File: src/rtl/instruction_cache.sv
// Direct-mapped, read-only instruction cache with a three-state fill FSM.
// A miss fetches one 16-byte block from instruction memory and then replays as a hit.
module instruction_cache #(
   parameter int LINES = 8,
   parameter int WORDS = 4
) (
   input  logic                  CLK,
   input  logic                  RESET,
   input  logic                  read,
   input  logic [31:0]           address,
   output logic [31:0]           instruction,
   output logic                  busywait,
   output logic                  mem_read,
   output logic [27:0]           mem_address,
   input  logic [32*WORDS-1:0]   mem_readdata,
   input  logic                  mem_busywait
);

   // state      | meaning
   // S_IDLE     | serve hits, detect misses and latch the block address
   // S_MEM_READ | mem_read held high until memory drops mem_busywait
   // S_UPDATE   | write returned block, tag and valid into the latched line
   typedef enum logic [1:0] {
      S_IDLE,
      S_MEM_READ,
      S_UPDATE
   } state_t;

   localparam int IDX_W = $clog2(LINES);
   localparam int TAG_W = 28 - IDX_W;

   state_t                r_state;
   logic [LINES-1:0]      r_valid;
   logic [TAG_W-1:0]      r_tag  [LINES];
   logic [32*WORDS-1:0]   r_data [LINES];
   logic [27:0]           r_blk_addr;
   logic                  r_mem_read;
   logic [31:0]           r_instr;

   logic [IDX_W-1:0]      w_index;
   logic [TAG_W-1:0]      w_tag;
   logic                  w_hit;
   logic [32*WORDS-1:0]   w_line;
   logic [31:0]           w_word;
   logic                  w_serve;
   logic [IDX_W-1:0]      w_fill_idx;
   logic [TAG_W-1:0]      w_fill_tag;
   logic                  w_unused_addr_lsb;

   assign w_index    = address[4 +: IDX_W];
   assign w_tag      = address[31 -: TAG_W];
   assign w_hit      = r_valid[w_index] && (r_tag[w_index] == w_tag);
   assign w_line     = r_data[w_index];
   assign w_word     = w_line[{address[3:2], 5'b0} +: 32];
   assign w_fill_idx = r_blk_addr[IDX_W-1:0];
   assign w_fill_tag = r_blk_addr[27 -: TAG_W];
   assign w_unused_addr_lsb = &{1'b0, address[1:0]};

   // Hits are answered combinationally; otherwise the last fetched word is held.
   assign w_serve     = !RESET && (r_state == S_IDLE) && read && w_hit;
   assign instruction = w_serve ? w_word : r_instr;
   assign busywait    = !RESET && ((r_state != S_IDLE) || (read && !w_hit));
   assign mem_read    = r_mem_read;
   assign mem_address = r_blk_addr;

   always_ff @(posedge CLK) begin
      if (RESET) begin
         r_state    <= S_IDLE;
         r_valid    <= '0;
         r_mem_read <= 1'b0;
         r_instr    <= 32'h0;
         r_blk_addr <= 28'h0;
      end else begin
         case (r_state)
            S_IDLE: begin
               if (read) begin
                  if (w_hit) begin
                     r_instr <= w_word;
                  end else begin
                     r_blk_addr <= address[31:4];
                     r_mem_read <= 1'b1;
                     r_state    <= S_MEM_READ;
                  end
               end
            end
            S_MEM_READ: begin
               if (!mem_busywait) begin
                  r_mem_read <= 1'b0;
                  r_state    <= S_UPDATE;
               end
            end
            S_UPDATE: begin
               r_data[w_fill_idx]  <= mem_readdata;
               r_tag[w_fill_idx]   <= w_fill_tag;
               r_valid[w_fill_idx] <= 1'b1;
               r_state             <= S_IDLE;
            end
            default: begin
               r_mem_read <= 1'b0;
               r_state    <= S_IDLE;
            end
         endcase
      end
   end

endmodule

File: config.mk
export PLATFORM = sky130hd
export DESIGN_NAME = instruction_cache
export DESIGN_NICKNAME = d
export VERILOG_FILES = /design/src/rtl/instruction_cache.sv
export SDC_FILE = /design/constraint.sdc
export NUM_CORES = 1
export LEC_CHECK = 0
export ABC_AREA = 0
export CORE_MARGIN = 2
export CORE_UTILIZATION = 50
export DETAILED_ROUTE_END_ITERATION = 10
export GPL_ROUTABILITY_DRIVEN = 0
export PLACE_DENSITY = 0.68
export SYNTH_ARGS = -nofsm -noshare
export SYNTH_HDL_FRONTEND = slang
export SYNTH_SLANG_ARGS = --single-unit
File: constraint.sdc
create_clock -name CLK -period 30 [get_ports CLK]
set_input_delay 6 -clock CLK [delete_from_list [all_inputs] [get_ports CLK]]
set_output_delay 6 -clock CLK [all_outputs]
set_load 0.005 [all_outputs]
==> reports/qor.csv, run 1 <==
stage,metric,value,unit
synthesis,Synth area leader,edfxtp_1,
setup_path,worst setup path endpoint,instruction[17],
sta,max frequency,58.1,MHz
setup_path,CP endpoint kind,output port,
floorplanning,row count,115,
sta,post-route worst setup slack,12780,ps
power,Pwr Total,3.78,mW
clocking,Post-CTS Hold Buffers,0,
detailed_routing,DRC errors left,0,
hold_path,Hold Path Class,reg2reg,
sta,final setup violation count,0,
synthesis,"FF+latch count, synth",1295,
sta,Period minus WS final,17220,ps
place,Placed Area,53500,um2
sta,worst slew pin tran,1170,ps
clocking,CTS Buf Count,136,
detailed_routing,vias per cell,6.01,
setup_path,critical path data required time,24000,ps
clocking,CTS tree,done,
setup_path,Critical Path AT,11220,ps
global_route,largest net degree at the start of global routing,150,
place,hpwl dp,58600,um
global_route,"Remaining Overflow, GRT",0,
sta,Pins Over Slew Limit,0,
finish,post-route insts no fill,3838,
finish,Area Overhead vs Synth,16.2,%
synthesis,Mapped Nets,2316,
finish,Layout Nets,2599,
setup_path,worst stage delay on the critical path,730,ps
clocking,clock slew at reported path FFs,50,ps
synthesis,"top cells by area, synth","edfxtp_1 74%, mux4_2 16%, dfxtp_1 2.9%",
setup_path,WP buf/inv,4,
place,placed insts,3584,
synthesis,synth warn,0,
detailed_routing,DRT iter0 DRCs,2101,
sta,Min Hold Slack,448,ps
global_route,total track usage,0.215,
sta,Slew Limit Headroom,0.223,
global_route,number of antenna violations at the first check in global routing,20,
finish,sequential cell area,38200,um2
sta,"Hold Vio Cnt, Final",0,
sta,Clock Skew,18.1,ps
synthesis,sequential fraction of the synthesis area,0.767,
finish,footprint of the multi-input gates,11100,um2
synthesis,Mapped Cells,2152,
clocking,Post-CTS Setup Inserts,0,
detailed_routing,routed vias,23100,
detailed_routing,final wirelength,108000,um
clocking,clock sink total,1295,
clocking,CTS resizes,0,
setup_path,reg2reg setup slack,25330,ps
clocking,clk buf depth,3,
setup_path,crit-path max FO,77,
clocking,CTS root buf,clkbuf_16,
setup_path,Crit Path Category,in2out,
setup_path,CP top delay family,buffers and inverters,
synthesis,Syn Area/Cell,23.1,um2
place,DP Worst Slack,12730,ps
synthesis,Post-synth top flop,edfxtp_1,
detailed_routing,wire length per cell,28.1,um
power,PwrDens,65.4,nW/um2
synthesis,"Cell Area, Synth",49800,um2
finish,fin area,57800,um2
floorplanning,die footprint,102000,um2
setup_path,Worst path depth,12,
finish,share of layout cells above drive strength 1,0.272,
sta,period utilization,0.574,
power,Worst VDD drop,0.0641,mV
synthesis,Post-synth EDFFs,1224,
synthesis,synth unique cells,42,
sta,Setup TNS,0,ps
setup_path,FF-to-FF End,r_data[6][120],
setup_path,launch point of the worst path,address[6],
global_route,vias in the first global route,24300,
synthesis,Synth top area share,0.739,
floorplanning,number of I/O pins,226,
detailed_routing,Antenna Nets Post-Route,0,
floorplanning,die width,319,um
detailed_routing,drt first pass iters,5,
power,Leakage,18.5,nW
setup_path,"Top cell by count, worst path",buf_4,
floorplanning,Die Span Y,319,um
floorplanning,Core ar.,98600,um2
setup_path,worst-case reg-to-reg path depth,6,
sta,RSZ-0062 raised after global routing,no,
setup_path,critical-path cell list,clkbuf_8 > buf_4 > mux4_2 > mux2i_1 > xor2_1 > nand2_1 > nor4_1 > nand4b_1 > nor3_4 > buf_4 > mux2_2 > clkdlybuf4s50_1,
run,max-cap violations,0,
place,PortBufs,223,
setup_path,slowest cell on the critical path,buf_4,
global_route,global-route wire length before repair,159000,um
clocking,clk_lat worst skew,730,ps
synthesis,post-synthesis async set-or-reset flop share,0,
setup_path,CP Launch Type,primary input,
outcome,status,finished clean,
finish,FILL cells,6928,
finish,Finished Core Util,0.587,
floorplanning,Initial Util,0.505,
setup_path,worst r2r src,r_state[1],
clocking,CTS H-tree lvls,4,
-- synth_stat cells, types with 7 or more instances --
cell type / instances
mux2i_1: 81
clkbuf_1: 49
mux4_2: 344
buf_2: 38
buf_1: 17
mux2_1: 15
o21ai_0: 12
xor2_1: 10
a21bo_2: 32
dfxtp_1: 71
o22ai_1: 7
nand3_1: 7
o211ai_1: 34
a21o_1: 8
mux2_2: 64
a22o_1: 15
or3_1: 10
nand4_1: 8
buf_4: 8
nor2_1: 40
nand2_1: 7
edfxtp_1: 1224
-- area by class of cell --
type	instances	share of cell area
inverter	4	0.000260
tap	1287	0.0278
multi-input combinational	737	0.192
clock buffer	193	0.0653
clock inverter	57	0.0101
timing repair buffer	261	0.0443
sequential	1295	0.660
antenna	4	0.000173
-- cells by family (layout without fill, tap and decap cells) --
group / Yosys count / after routing / share of synthesized area
DFF: 1295 / 1295 / 0.767
muxes: 504 / 504 / 0.190
AOI/OAI and AO/OA: 121 / 121 / 0.0193
buffers and inverters: 120 / 515 / 0.0112
and+or+nand+nor: 101 / 101 / 0.0105
xor gates and xnor gates: 11 / 11 / 0.00194
other: 0 / 4 / 0
-- routing by layer --
layer	part of all wire	global-route usage	vias up
li1	-	-	9778
met5	0.0011	0	-
met2	0.51	0.358	756
met4	0.027	0.0712	20
met1	0.40	0.284	12300
met3	0.065	0.0456	186
-- flip-flops by register name, indices dropped and copies added, names as in the netlist --
signal and flops:
r_instr 32, r_data 1024, r_valid 8, mem_read 1
r_tag 200, r_state 2, mem_address 28
-- power by group --
part           switching [mW]  internal, mW  leakage [nW]
logic                  0.0896        0.0874          4.74
clock network           0.674         0.938          2.12
registers             0.00731          1.98          11.7
-- placed cells by master (no fill, tap or decap), drive strengths merged, types with 12 or more instances in the layout --
master	n
dfxtp	71
mux4	344
o211ai	34
mux2i	81
mux2	79
a21bo	32
a22o	15
clkdlybuf4s50	217
edfxtp	1224
clkbuf	194
clkinv	43
o21ai	12
buf	43
nor2	41
-- how the worst min path moves through the flow --
stage                     cells past startpoint          to  startpoint
after floorplan                               1  r_valid[2]  r_valid[2]
after global placement                        1  r_valid[3]  r_valid[3]
after detailed placement                      1  r_valid[3]  r_valid[3]
after CTS                                     1  r_valid[3]  r_valid[3]
after global routing                          1  r_valid[3]  r_valid[3]
final                                         1  r_valid[1]  r_valid[1]
No activity file was read; power rests on OpenSTA's default activity.
==> run 2, diff against run 1 <==
Settings changed: PLACE_DENSITY 0.68 to 0.71.
Clock period 30 ns to 15.2 ns, I/O delays scaled along.
==> reports/qor.csv, run 2 (same netlist as run 1, synthesis figures left out) <==
stage,metric,value,unit,change
outcome,status,finished clean,,unchanged
global_route,vias in the first global route,24400,,was 24.3k
finish,"most common cell after layout, fill and taps aside",edfxtp_1,,unchanged
sta,Pins Over Slew Limit,0,,unchanged
clocking,Post-CTS Setup Inserts,0,,unchanged
power,NetSw,1.52,mW,was 0.771 mW
detailed_routing,DRT iter0 DRCs,1968,,was 2101
hold_path,WHS Path Cells,1,,unchanged
sta,max frequency,88.3,MHz,
clocking,CTS root buf,clkbuf_16,,unchanged
setup_path,critical path data required time,12160,ps,was 24000 ps
global_route,Most Crowded Layer GR,met2,,unchanged
global_route,met1 usage in global routing,0.275,,was 0.284
clocking,CTS H-tree lvls,4,,unchanged
finish,FILL cells,6910,,was 6928
power,P_int,5.88,mW,was 3.01 mW
floorplanning,Core ar.,98600,um2,unchanged
clocking,clock sink total,1295,,unchanged
finish,Top Registers,"r_data (1024), r_tag (200), r_instr (32)",,unchanged
finish,sequential cell area,38200,um2,unchanged
power,PwrDens,128,nW/um2,was 65.4 nW/um2
power,Clk pwr share,0.421,,was 0.427
global_route,routing usage on met3,0.0531,,was 0.0456
floorplanning,Die Span Y,319,um,unchanged
clocking,CTS tree,done,,unchanged
floorplanning,row count,115,,unchanged
global_route,GRT met2 Usage,0.354,,was 0.358
global_route,number of antenna violations at the first check in global routing,24,,was 20
hold_path,Min-Delay Endpoint,r_valid[1],,unchanged
setup_path,reg2reg setup slack,11540,ps,was 25330 ps
detailed_routing,routed vias,22900,,was 23.1k
floorplanning,Initial Util,0.505,,unchanged
power,Seq pwr share,0.531,,was 0.527
run,max-cap violations,0,,unchanged
sta,RSZ-0062 raised after global routing,no,,unchanged
sta,final setup violation count,0,,unchanged
place,PortBufs,223,,unchanged
clocking,Post-CTS Hold Buffers,0,,unchanged
setup_path,CP endpoint kind,output port,,unchanged
global_route,"Remaining Overflow, GRT",0,,unchanged
clocking,clk_lat worst skew,730,ps,about the same
global_route,largest net degree at the start of global routing,155,,was 150
hold_path,Hold Path Class,reg2reg,,unchanged
finish,footprint of the multi-input gates,11100,um2,unchanged
finish,most frequent cells in the layout,"1224 x edfxtp_1, 344 x mux4_2, 218 x clkdlybuf4s50_1",,"was 1224 x edfxtp_1, 344 x mux4_2, 217 x clkdlybuf4s50_1"
floorplanning,die width,319,um,unchanged
detailed_routing,vias per cell,5.98,,was 6.01
sta,Period minus WS final,11330,ps,
place,hpwl dp,57500,um,was 58600 um
detailed_routing,wire length per cell,27.9,um,was 28.1 um
sta,Slew Limit Headroom,0.253,,was 0.223
sta,period utilization,0.745,,
detailed_routing,DRC errors left,0,,unchanged
setup_path,crit-path max FO,154,,was 77
setup_path,worst r2r src,r_state[1],,unchanged
place,Placed Area,53500,um2,about the same
setup_path,Critical Path AT,8290,ps,was 11220 ps
global_route,total track usage,0.212,,was 0.215
clocking,CTS Buf Count,134,,was 136
setup_path,worst-case reg-to-reg path depth,5,,was 6
global_route,global-route wire length before repair,158000,um,was 159000 um
setup_path,Crit Path Category,in2out,,unchanged
setup_path,CP Launch Type,primary input,,unchanged
floorplanning,number of I/O pins,226,,unchanged
clocking,clock slew at reported path FFs,60,ps,was 50 ps
hold_path,min-delay src,r_valid[1],,unchanged
finish,Layout Nets,2595,,was 2599
setup_path,FF-to-FF End,r_data[6][4],,was r_data[6][120]
power,Worst VDD drop,0.117,mV,was 0.0641 mV
clocking,clk buf depth,3,,unchanged
sta,Setup TNS,0,ps,unchanged
sta,"Hold Vio Cnt, Final",0,,unchanged
floorplanning,die footprint,102000,um2,unchanged
finish,Area Overhead vs Synth,16.1,%,was 16.2%
detailed_routing,drt first pass iters,7,,was 5
power,logic gate share of total power,0.048,,was 0.047
finish,Largest register FFs,1024,,unchanged
sta,Clock Skew,23.5,ps,was 18.1 ps
finish,share of layout cells above drive strength 1,0.269,,was 0.272
clocking,CTS resizes,0,,unchanged
finish,Largest Register,r_data,,unchanged
detailed_routing,Antenna Nets Post-Route,0,,unchanged
power,Leakage,18.5,nW,about the same
detailed_routing,final wirelength,107000,um,was 108000 um
sta,worst slew pin tran,1120,ps,was 1170 ps
power,Sw Share,0.205,,was 0.204
finish,fin area,57700,um2,was 57800 um2
==> run 2: cell count changes in the layout (fill, tap and decap cells not counted), moves of 3 or more <==
cell,previous run,this run
diode_2,4,9
clkbuf_1,42,30
clkbuf_8,15,12
clkinv_1,11,24
buf_4,35,32
clkinv_8,10,5
==> run 2: stage by stage <==
step,utilization,power [mW],setup slack (ps),instances,hold slack [ps]
4_1_cts,0.586,7.47,3690,3826,458
3_3_place_gp,0.542,4.35,3710,3582,429
2_1_floorplan,-,4.20,250,2152,421
5_1_grt,0.586,7.63,3510,3833,470
3_5_place_dp,0.542,4.36,3700,3582,444
6_report,0.586,7.40,3870,3835,456
==> run 2: worst max-delay path by stage <==
stage	to	slack, ps	depth (start not counted)	startpoint
after floorplan	r_data[0][0]	250	3	RESET
after global placement	instruction[15]	3710	13	address[5]
after detailed placement	instruction[15]	3700	13	address[5]
after CTS	instruction[15]	3690	13	address[5]
after global routing	instruction[15]	3510	13	address[5]
final	instruction[15]	3870	13	address[5]
==> run 2: metal layers <==
layer	wire length (um)	vias to the layer above
li1	-	9787
met1	42200	12100
met2	54300	784
met3	7380	180
met4	2840	26
met5	156	-
==> run 2: critical path, stage by stage <==
cell,delay [ps]
buf_8,490
buf_12,770
mux4_2,600
mux2i_1,220
xor2_1,280
nand3_1,130
nor4_1,330
nand4b_1,220
buf_4,340
nor3_4,160
buf_4,660
mux2_2,420
clkdlybuf4s50_1,540
==> run 2: cell type report <==
type	count	share of cell area
sequential	1295	0.661
multi-input combinational	737	0.192
clock buffer	178	0.0639
timing repair buffer	259	0.0445
tap	1287	0.0279
clock inverter	66	0.00971
antenna	9	0.000390
inverter	4	0.000260
==> run 2: power by group through the flow <==
stage | Clock (mW) | Combinational [mW] | Sequential, mW
2_1_floorplan | 0 | 0.202 | 4.00
3_3_place_gp | 0 | 0.350 | 4.00
3_5_place_dp | 0 | 0.359 | 4.00
4_1_cts | 3.18 | 0.361 | 3.93
5_1_grt | 3.32 | 0.380 | 3.93
6_report | 3.12 | 0.355 | 3.93
==> run 3, diff against run 2 <==
Clock period 15.2 ns to 10.1 ns, I/O delays scaled along.
==> reports/qor.csv, run 3 (same netlist as run 1, synthesis figures left out) <==
stage,metric,value,unit,change
outcome,status,finished clean,,unchanged
global_route,largest net degree at the start of global routing,115,,was 155
clocking,Post-CTS Setup Inserts,0,,unchanged
detailed_routing,vias per cell,6.01,,was 5.98
clocking,clk_lat worst skew,740,ps,was 730 ps
finish,share of layout cells above drive strength 1,0.268,,was 0.269
place,hpwl dp,57900,um,was 57500 um
global_route,total track usage,0.212,,about the same
finish,Top Registers,"r_data (1024), r_tag (200), r_instr (32)",,unchanged
setup_path,Critical Path AT,6420,ps,was 8290 ps
clocking,CTS Buf Count,132,,was 134
finish,sequential cell area,38200,um2,unchanged
setup_path,worst stage delay on the critical path,850,ps,was 770 ps
sta,period utilization,0.836,,
floorplanning,die footprint,102000,um2,unchanged
floorplanning,Core ar.,98600,um2,unchanged
clocking,clock sink total,1295,,unchanged
global_route,vias in the first global route,24500,,was 24.4k
clocking,CTS root buf,clkbuf_16,,unchanged
setup_path,slowest cell on the critical path,nor2b_1,,was buf_12
sta,final setup violation count,0,,unchanged
sta,max frequency,119,MHz,
setup_path,critical-path cell list,buf_8 > nor2b_1 > a22o_1 > or3_1 > nand4_1 > nor4_1 > nand4b_1 > nor3_4 > buf_4 > mux2_1 > clkdlybuf4s50_1,,was buf_8 > buf_12 > mux4_2 > mux2i_1 > xor2_1 > nand3_1 > nor4_1 > nand4b_1 > buf_4 > nor3_4 > buf_4 > mux2_2 > clkdlybuf4s50_1
setup_path,CP top delay family,simple AND/OR/NAND/NOR gates,,was buffers and inverters
global_route,"Remaining Overflow, GRT",0,,unchanged
sta,Pins Over Slew Limit,0,,unchanged
power,Leakage,18.5,nW,about the same
sta,Slew Limit Headroom,0.287,,was 0.253
clocking,CTS H-tree lvls,4,,unchanged
floorplanning,Die Span Y,319,um,unchanged
power,Worst VDD drop,0.146,mV,was 0.117 mV
power,PwrDens,194,nW/um2,was 128 nW/um2
detailed_routing,Antenna Nets Post-Route,0,,unchanged
detailed_routing,top sig layer,met5,,unchanged
detailed_routing,DRT iter0 DRCs,2179,,was 1968
place,DP Worst Slack,1630,ps,was 3700 ps
run,max-cap violations,0,,unchanged
setup_path,crit-path max FO,64,,was 154
clocking,clk buf depth,3,,unchanged
place,placed insts,3584,,was 3582
detailed_routing,DRT met1 WL,42200,um,about the same
finish,Largest Register,r_data,,unchanged
hold_path,Hold Path Class,reg2reg,,unchanged
detailed_routing,DRC errors left,0,,unchanged
detailed_routing,wire length per cell,27.9,um,about the same
sta,post-route worst setup slack,1660,ps,was 3870 ps
finish,FILL cells,6894,,was 6910
clocking,clock slew at reported path FFs,60,ps,about the same
clocking,CTS resizes,0,,unchanged
detailed_routing,final wirelength,107000,um,about the same
global_route,global-route wire length before repair,158000,um,about the same
clocking,CTS tree,done,,unchanged
finish,footprint of the multi-input gates,11100,um2,about the same
sta,"Hold Vio Cnt, Final",0,,unchanged
detailed_routing,drt first pass iters,8,,was 7
detailed_routing,met2 routed WL,54800,um,was 54300 um
clocking,Post-CTS Hold Buffers,0,,unchanged
sta,Clock Skew,25.3,ps,was 23.5 ps
finish,"most common cell after layout, fill and taps aside",edfxtp_1,,unchanged
detailed_routing,met3 wire length,7150,um,was 7380 um
sta,worst slew pin tran,1070,ps,was 1120 ps
finish,Area Overhead vs Synth,16.2,%,was 16.1%
sta,Setup TNS,0,ps,unchanged
sta,RSZ-0062 raised after global routing,no,,unchanged
detailed_routing,routed vias,23000,,was 22.9k
setup_path,CP Launch Type,primary input,,unchanged
finish,Largest register FFs,1024,,unchanged
floorplanning,number of I/O pins,226,,unchanged
finish,Layout Nets,2595,,unchanged
setup_path,critical path data required time,8080,ps,was 12160 ps
setup_path,Crit Path Category,in2out,,unchanged
floorplanning,die width,319,um,unchanged
finish,post-route insts no fill,3824,,was 3835
floorplanning,Initial Util,0.505,,unchanged
floorplanning,row count,115,,unchanged
finish,most frequent cells in the layout,"1224 x edfxtp_1, 344 x mux4_2, 218 x clkdlybuf4s50_1",,unchanged
place,PortBufs,223,,unchanged
setup_path,CP endpoint kind,output port,,unchanged
global_route,number of antenna violations at the first check in global routing,15,,was 24
sta,Period minus WS final,8440,ps,
setup_path,WP buf/inv,3,,was 5
[run 3: cell count changes in the layout (fill, tap and decap cells not counted), sizes merged]
cell and change:
buf +2, diode -7, clkinvlp +2, clkbuf -9
clkinv -7, bufinv +8
[run 3: layout make-up]
cell class,count,share of cell area
Tap cell,1287,0.0279
Sequential cell,1295,0.660
Clock inverter,69,0.0124
Clock buffer,169,0.0617
Multi-Input combinational cell,737,0.192
Antenna cell,2,0.0000866
Inverter,4,0.000260
Timing Repair Buffer,261,0.0452
[run 3: worst reg2reg max path: cells and delay by family (launching register included)]
kind,cells,cell delay (ps)
and+or+nand+nor,2,950
buffers and inverters,3,1740
DFF,1,390
[run 3: final timing paths]
kind	startpoint	end	slack (ps)	cells after the start
worst min register to register	r_valid[3]	r_valid[3]	450	1
worst max-delay path	address[5]	instruction[18]	1660	11
worst min-delay path	r_valid[3]	r_valid[3]	450	1
worst max register to register	r_state[1]	r_tag[0][9]	6560	5
[run 3: routing by layer]
layer / vias to the layer above / GRT usage
met5: - / 0
met4: 20 / 0.0664
met3: 187 / 0.0517
met2: 805 / 0.357
met1: 12200 / 0.275
li1: 9760 / -
[run 3: through the flow]
| stage | power, mW | utilization | cell area, um2 | hold WS, ps |
|---|---|---|---|---|
| final | 11.2 | 0.587 | 57800 | 451 |
| after detailed placement | 6.56 | 0.543 | 53500 | 439 |
| after floorplan | 6.33 | - | 49800 | 421 |
| after global placement | 6.55 | 0.543 | 53500 | 428 |
| after global routing | 11.6 | 0.587 | 57800 | 479 |
| after CTS | 11.3 | 0.586 | 57800 | 453 |
[run 3: report_power, final]
part           switching (mW)  leakage (nW)  internal, mW
Sequential             0.0220          11.7          5.89
Clock                    1.97          2.08          2.82
Combinational           0.272          4.74         0.259
Total                    2.27          18.5          8.97
